[src/rtl/ir_byte_reader.sv]
// ---------------------------------------------------------------------------
// ir_byte_reader
//
// Read-side counterpart of a 16-bit register that is loaded one byte at a
// time. The block takes 16-bit words over a valid/ready handshake and
// unloads each one onto an 8-bit bus as two byte beats. Each beat carries an
// LH tag: 0 = low byte [7:0], 1 = high byte [15:8]. There is one active word
// and one pending word, so a continuous word stream unloads with no bubble.
//
// Parameters:
//   HI_FIRST   - 0: low byte first, then high byte; 1: high byte first.
//   CNT_W      - width of the words_sent counter (wraps).
//
// Ports:
//   clk        - system clock, rising edge.
//   rst_n      - asynchronous active-low reset.
//   word_in    - word to unload.
//   word_valid - word_in is valid.
//   word_ready - block can accept a word this cycle.
//   byte_out   - current byte beat.
//   byte_lh    - half tag of byte_out (0 = low, 1 = high).
//   byte_valid - byte_out/byte_lh are valid.
//   byte_ready - downstream accepts the beat this cycle.
//   flush      - synchronous abort of all buffered data.
//   busy       - active word or pending word held.
//   words_sent - count of fully unloaded words.
// ---------------------------------------------------------------------------
module ir_byte_reader #(
  parameter logic HI_FIRST = 1'b0,
  parameter int   CNT_W    = 8
) (
  input  logic             clk,
  input  logic             rst_n,
  input  logic [15:0]      word_in,
  input  logic             word_valid,
  output logic             word_ready,
  output logic [7:0]       byte_out,
  output logic             byte_lh,
  output logic             byte_valid,
  input  logic             byte_ready,
  input  logic             flush,
  output logic             busy,
  output logic [CNT_W-1:0] words_sent
);

  typedef enum logic [1:0] {
    S_IDLE   = 2'd0,
    S_FIRST  = 2'd1,
    S_SECOND = 2'd2
  } state_t;

  state_t           r_state, w_state_next;
  logic [15:0]      r_active, w_active_next;
  logic [15:0]      r_pending, w_pending_next;
  logic             r_pending_valid, w_pending_valid_next;
  logic [CNT_W-1:0] r_words_sent, w_words_sent_next;

  logic w_accept;
  logic w_xfer;

  // Ready depends on flush so that no word is taken in a flush cycle, and on
  // the pending slot so that an accept can never coincide with a pending move.
  assign word_ready = rst_n & ~r_pending_valid & ~flush;
  assign w_accept   = word_valid & word_ready;
  assign w_xfer     = byte_valid & byte_ready;

  assign busy       = (r_state != S_IDLE) | r_pending_valid;
  assign words_sent = r_words_sent;

  // Beat outputs are decoded from registered state only, so byte_ready has
  // no combinational path to byte_out/byte_lh.
  always_comb begin
    byte_valid = (r_state != S_IDLE);
    byte_out   = 8'h00;
    byte_lh    = 1'b0;
    case (r_state)
      S_FIRST: begin
        byte_lh  = HI_FIRST;
        byte_out = HI_FIRST ? r_active[15:8] : r_active[7:0];
      end
      S_SECOND: begin
        byte_lh  = ~HI_FIRST;
        byte_out = HI_FIRST ? r_active[7:0] : r_active[15:8];
      end
      default: begin
        byte_lh  = 1'b0;
        byte_out = 8'h00;
      end
    endcase
  end

  always_comb begin
    w_state_next         = r_state;
    w_active_next        = r_active;
    w_pending_next       = r_pending;
    w_pending_valid_next = r_pending_valid;
    w_words_sent_next    = r_words_sent;

    if (flush) begin
      // A beat moving in the flush cycle is consumed; only a completed word
      // (second beat) counts.
      w_state_next         = S_IDLE;
      w_pending_valid_next = 1'b0;
      if ((r_state == S_SECOND) && w_xfer) begin
        w_words_sent_next = r_words_sent + 1'b1;
      end
    end else begin
      case (r_state)
        S_IDLE: begin
          if (w_accept) begin
            w_active_next = word_in;
            w_state_next  = S_FIRST;
          end
        end

        S_FIRST: begin
          if (w_xfer) begin
            w_state_next = S_SECOND;
          end
          if (w_accept) begin
            w_pending_next       = word_in;
            w_pending_valid_next = 1'b1;
          end
        end

        S_SECOND: begin
          if (w_xfer) begin
            w_words_sent_next = r_words_sent + 1'b1;
            if (r_pending_valid) begin
              w_active_next        = r_pending;
              w_pending_valid_next = 1'b0;
              w_state_next         = S_FIRST;
            end else if (w_accept) begin
              // Word arrives exactly as the active one finishes: bypass the
              // pending slot to keep the stream bubble-free.
              w_active_next = word_in;
              w_state_next  = S_FIRST;
            end else begin
              w_state_next = S_IDLE;
            end
          end else if (w_accept) begin
            w_pending_next       = word_in;
            w_pending_valid_next = 1'b1;
          end
        end

        default: begin
          w_state_next = S_IDLE;
        end
      endcase
    end
  end

  always_ff @(posedge clk or negedge rst_n) begin
    if (!rst_n) begin
      r_state         <= S_IDLE;
      r_active        <= 16'h0000;
      r_pending       <= 16'h0000;
      r_pending_valid <= 1'b0;
      r_words_sent    <= '0;
    end else begin
      r_state         <= w_state_next;
      r_active        <= w_active_next;
      r_pending       <= w_pending_next;
      r_pending_valid <= w_pending_valid_next;
      r_words_sent    <= w_words_sent_next;
    end
  end

endmodule

[config.mk]
export PLATFORM = sky130hd
export DESIGN_NAME = ir_byte_reader
export DESIGN_NICKNAME = d
export VERILOG_FILES = /design/src/rtl/ir_byte_reader.sv
export SDC_FILE = /design/constraint.sdc
export NUM_CORES = 1
export LEC_CHECK = 0
export BUFFER_PORTS_ARGS = -buffer_cell sky130_fd_sc_hd__buf_2
export CORE_MARGIN = 2
export CORE_UTILIZATION = 55
export DETAILED_ROUTE_END_ITERATION = 7
export PLACE_DENSITY = 0.79
export SLEW_MARGIN = 20
export SYNTH_ARGS = -nofsm -noshare
export SYNTH_HDL_FRONTEND = slang
export SYNTH_SLANG_ARGS = --single-unit
[constraint.sdc]
create_clock -name clk -period 2.6 [get_ports clk]
set_clock_uncertainty 0.15 [all_clocks]
set_input_delay 0.26 -clock clk [delete_from_list [all_inputs] [get_ports clk]]
set_output_delay 0.26 -clock clk [all_outputs]
set_load 0.005 [all_outputs]
; Yosys cells after proc, flatten, opt, wreduce, memory -nomap -nowiden
; Cells that the tools add are included.
[totals]
wordCells = 57
regBits = 43
in_bits = 21
output_inout_bits = 20
[classes]
add_sub_neg = 1
n_mux = 24
n_bitwise = 7
n_reduce_logical = 12
eq_ne = 8
[ops]
columns = cell, n
row1 = $mux 16, 5
row2 = $pmux 16 s2, 2
row3 = $mux 8, 4
row4 = $pmux 8 s2, 1
row5 = $reduce_and 3->1, 4
row6 = $reduce_bool 2->1, 5
row7 = $ne 3x3->1 const B, 3
row8 = $add 8x1->8 const B, 1
row9 = $mux 2, 4
row10 = $mux 1, 6
row11 = $pmux 2 s3, 1
row12 = $and 1x1->1, 4
row13 = $ne 2x2->1 const B, 2
row14 = $reduce_bool 3->1, 1
row15 = $eq 2x1->1 const B, 1
row16 = $eq 2x2->1 const B, 1
row17 = $logic_not 2->1, 1
row18 = $ne 2x1->1 const B, 1
row19 = $not 1->1, 2
row20 = $pmux 1 s2, 1
row21 = $logic_and 1x1->1, 1
row22 = $or 1x1->1, 1

; Longest topological paths before layout
[logic_depth]
ltp_word = 9
ltp_mapped = 6
mapped_depth_nobuf = 5

; Worst setup path before layout
; No wires, ideal clock.
[synth_path]
path_kind = flip-flop to flip-flop
start = register r_state[0]
end = register r_active[10]
stages_incl_launch_ff = 7
t_required_ps = 2327
t_arrival_ps = 1618
period_less_slack_ps = 1891
setup_ps = 123
slack_ps = 709
path_buffers = 1
cell_sequence = dfrtp_1 > inv_1 > ha_1 > nand2b_1 > a21oi_1 > buf_4 > a2bb2oi_2
[synth_between]
elab_chain_len = 4
word_cells_on_any_way = 8
cone_classes = 2 x eq/ne / 1 x mux / 1 x bitwise / 4 x reduce/logical
[synth_rtl]
columns = element, line
row1 = "start, declared", 52  ; state_t r_state, w_state_next;
row2 = "start signal, assigned", 162  ; r_state <= w_state_next;
row3 = $reduce_bool 2->1, 73  ; byte_valid = (r_state != S_IDLE);
row4 = $and 1x1->1, 65  ; assign w_xfer = byte_valid & byte_ready;
row5 = $ne 2x2->1 (no source line), n/a
row6 = $reduce_and 3->1 (no source line), n/a
row7 = "end signal, assigned", 163  ; r_active <= w_active_next;
row8 = "end, declared", 53  ; logic [15:0] r_active, w_active_next;
; Several ways; a longest one is shown, not always the timed one.
; A chain may end at the register's enable or synchronous reset.

; Worst setup path in the final report
[layout_path]
start = register r_state[0]
end = output byte_out[1]
[layout_between]
elab_chain_len = 2
word_cells_on_any_way = 3
cone_classes = 2 x eq/ne / 1 x mux
[layout_rtl]
columns = element, line
row1 = $eq 2x2->1 or $eq 2x1->1 (tied branches), 76  ; case (r_state)
row2 = $pmux 8 s2 (*), 76
row3 = "end, declared", 37  ; output logic [7:0] byte_out,
; Mark *: on every way between the ends. The rest lies on a longest branch, timed or not.

==> flow_summary.toml <==
[status]
outcome = "finished, final reports clean"

[timing]
tightest_slew_ps = 616.0
min_period_over_period_pct = 87.81
grt_setup_unrepaired = "no"
finalHoldViolCount = 0
worst_relative_slew_slack_pct = 58.93
setup_viol = 0
setup_ws_ps = 317.0
max_clock_freq_mhz = 438.0
finalMaxSlewViolations = 0
minimum_period_implied_by_the_final_worst_setup_slack_ps = 2283
totalNegativeSetupSlack_ps = 0

[power]
clkPwrFrac_pct = 21.7
p_int_mw = 1.508
leakagePower_nw = 1.154
pwr_density_cell_mw_per_mm2 = 849.4
switching_power_mw = 0.6015
power.combinational.fraction_pct = 27.3
sequential_share_of_power_pct = 51.0
max-vdd-ir-drop_v = 0.0004468
p_total_mw = 2.110
power_switching_share_pct = 28.51

[route]
remaining_drc_errors = 0
antenna_violating_nets_post_route = 0
routed-via-count = 1525
detail_route.wl_per_cell_um = 16.40
wl_um = 4248
avgViaCountPerCell = 5.888
drt-initial-drc-count = 107
first_pass_iters = 4

[cts]
cts.sinks = 43
clk_transition_reported_paths_ps = 80
clock_tree.htree_level_count = 2
ctsResizeCount = 0
worstSkewPairLatency_ps = 290
numCtsBuffers = 5
root_buffer = "clkbuf_8"
cts.hold.buffers_added = 1
clock_path_buffers = 2
tritoncts = "yes"
postCtsSetupRepairBufs = 0

[synth]
synth_fp_nets = 192
synth.ff_latch_count = 43
syn-cell-area_sq_mm = 0.002141
ys_types = 35
netlist_instances = 166
yosys_warnings = 0
seq_total_area_yosys_pct = 50.26
synthFlopType = "dfrtp_1"
synth-edff-count = 0
async_flop_share_pct = 100.0
syn_avg_cell_area_sq_um = 12.90

[floorplanning]
core.rowCount = 22
die_area_sq_mm = 0.004408
die_h_um = 66.39
fp.coreArea_sq_mm = 0.003689
initial_core_util_pct = 58.04
io-pin-count = 41
chipWidth_um = 66.39

[finish]
final_nets = 236
fillCellCount = 287
diode_insertion_count_for_antenna_repair = 0
ratio_of_cells_with_drive_above_1_in_the_final_layout_pct = 39.34
layout_area_overhead_pct = 16.01

[global_routing]
grt_pass1_vias = 1464
global_route.usage.total_pct = 21.64
antenna_violations_before_repair = 0
grt_first_pass_wirelength_um = 7003
global_route.overflow_total = 0
grt_max_degree = 46

[placement]
place_worst_setup_slack_ps = 318.4
io_buffers = 40
hpwlAfterDp_um = 2954
routabilityCongestion = 0.7301

[job]
cap_violations = 0

[critical_path]
critical_path.startpoint_type = "flip-flop"
cp.required_ps = 2190
critical_path_arrival_ps = 1870
critical_path.max_fanout = 16
end_kind = "primary output"
worstSetupPathType = "flip-flop to primary output"

[worst_hold_path]
hold_path_class = "primary input to flip-flop"
## power groups by stage
stage / sequential, mW / combinational (mW) / clock (mW)
floorplan: 1.04 / 0.458 / 0
global placement: 1.07 / 0.555 / 0
detailed placement: 1.08 / 0.582 / 0
CTS: 1.07 / 0.584 / 0.466
global route: 1.10 / 0.640 / 0.490
finish: 1.08 / 0.577 / 0.457
## cell usage in the layout, fill, tap and decap left out, types with 4 or more instances in the layout
master and count:
buf_2 40, mux2_2 16, dfrtp_1 43, nand2_1 5, nand4_1 4, nand2b_1 5
clkbuf_8 7, o22ai_1 16, nor2b_1 8, a2bb2oi_2 10, xnor2_1 4, a22oi_1 9
ha_1 5, buf_4 5, a2bb2oi_1 6
## final timing paths
kind / startpoint / to / slack, ps / cells after the start
min: word_in[15] / r_pending[15]$_DFFE_PN0P_ / 60 / 2
max: r_state[0]$_DFFE_PN0P_ / byte_out[1] / 320 / 5
max reg2reg: r_state[0]$_DFFE_PN0P_ / r_active[15]$_DFFE_PN0P_ / 320 / 6
min in group asynchronous: rst_n / r_pending[4]$_DFFE_PN0P_ / 450 / 3
max in group asynchronous: rst_n / r_active[7]$_DFFE_PN0P_ / 1480 / 3
min reg2reg: words_sent[7]$_DFFE_PN0P_ / words_sent[7]$_DFFE_PN0P_ / 320 / 1
## cell usage after synthesis (all sizes together) (2+ instances only)
cell type / n / area [sq um]
dfrtp: 43 / 1076
a2bb2oi: 16 / 202.7
mux2: 16 / 180.2
o22ai: 16 / 100.1
a22oi: 9 / 67.56
nor2b: 8 / 50.05
buf: 6 / 53.79
nand2: 6 / 25.03
ha: 5 / 62.56
nand2b: 5 / 31.28
nand4: 4 / 25.02
xnor2: 4 / 35.03
clkbuf: 3 / 11.26
inv: 3 / 11.26
nor3: 3 / 15.01
xor2: 3 / 26.28
a21oi: 2 / 10.01
## sequential cells by signal, indices dropped and copies added (netlist names)
name,flops
r_pending,16
r_pending_valid,1
words_sent,8
r_active,16
r_state,2
## worst max-delay path: stages, from the launching register on
cell     delay [ps]
dfrtp_1         420
inv_1           100
ha_1            550
a22oi_1         190
nor2b_1         180
buf_2           140
## metrics by stage
step	std cells	hold WS, ps	utilization, %	cell area [sq um]
after floorplan	166	-185.6	-	2141
after global placement	250	236.0	64.35	2374
after detailed placement	250	253.1	64.35	2374
after CTS	259	54.76	67.33	2484
after global routing	259	51.31	67.33	2484
final	259	59.38	67.33	2484
## area by class of cell
class,instances,area [sq um],share of cell area [%]
Sequential cell,43,1076,43.32
Multi-Input combinational cell,111,988.4,39.80
Timing Repair Buffer,46,247.7,9.975
Clock buffer,8,100.1,4.030
Tap cell,48,60.06,2.418
Inverter,3,11.26,0.4534
## cell families (layout without fill, tap and decap cells)
kind of cell             after synthesis  after routing  share of synthesized area, %
AO/OA/AOI/OAI                         46             46                         19.87
flip-flops                            43             43                         50.26
AND/OR/NAND/NOR                       36             36                         11.63
multiplexers                          17             17                         8.884
buffers and inverters                 12             57                         3.565
XOR/XNOR                               7              7                         2.864
adder cells (fa/ha/maj)                5              5                         2.922
## per-layer routing
metal  track usage [%]  wire length (um)  vias up
met4             9.184                66        0
met1             27.17              1864      762
li1                  -                 -      716
met5                 0                 0        -
met3             4.259               183        7
met2             36.25              2134       40
Power figures use the tool's default switching activity.
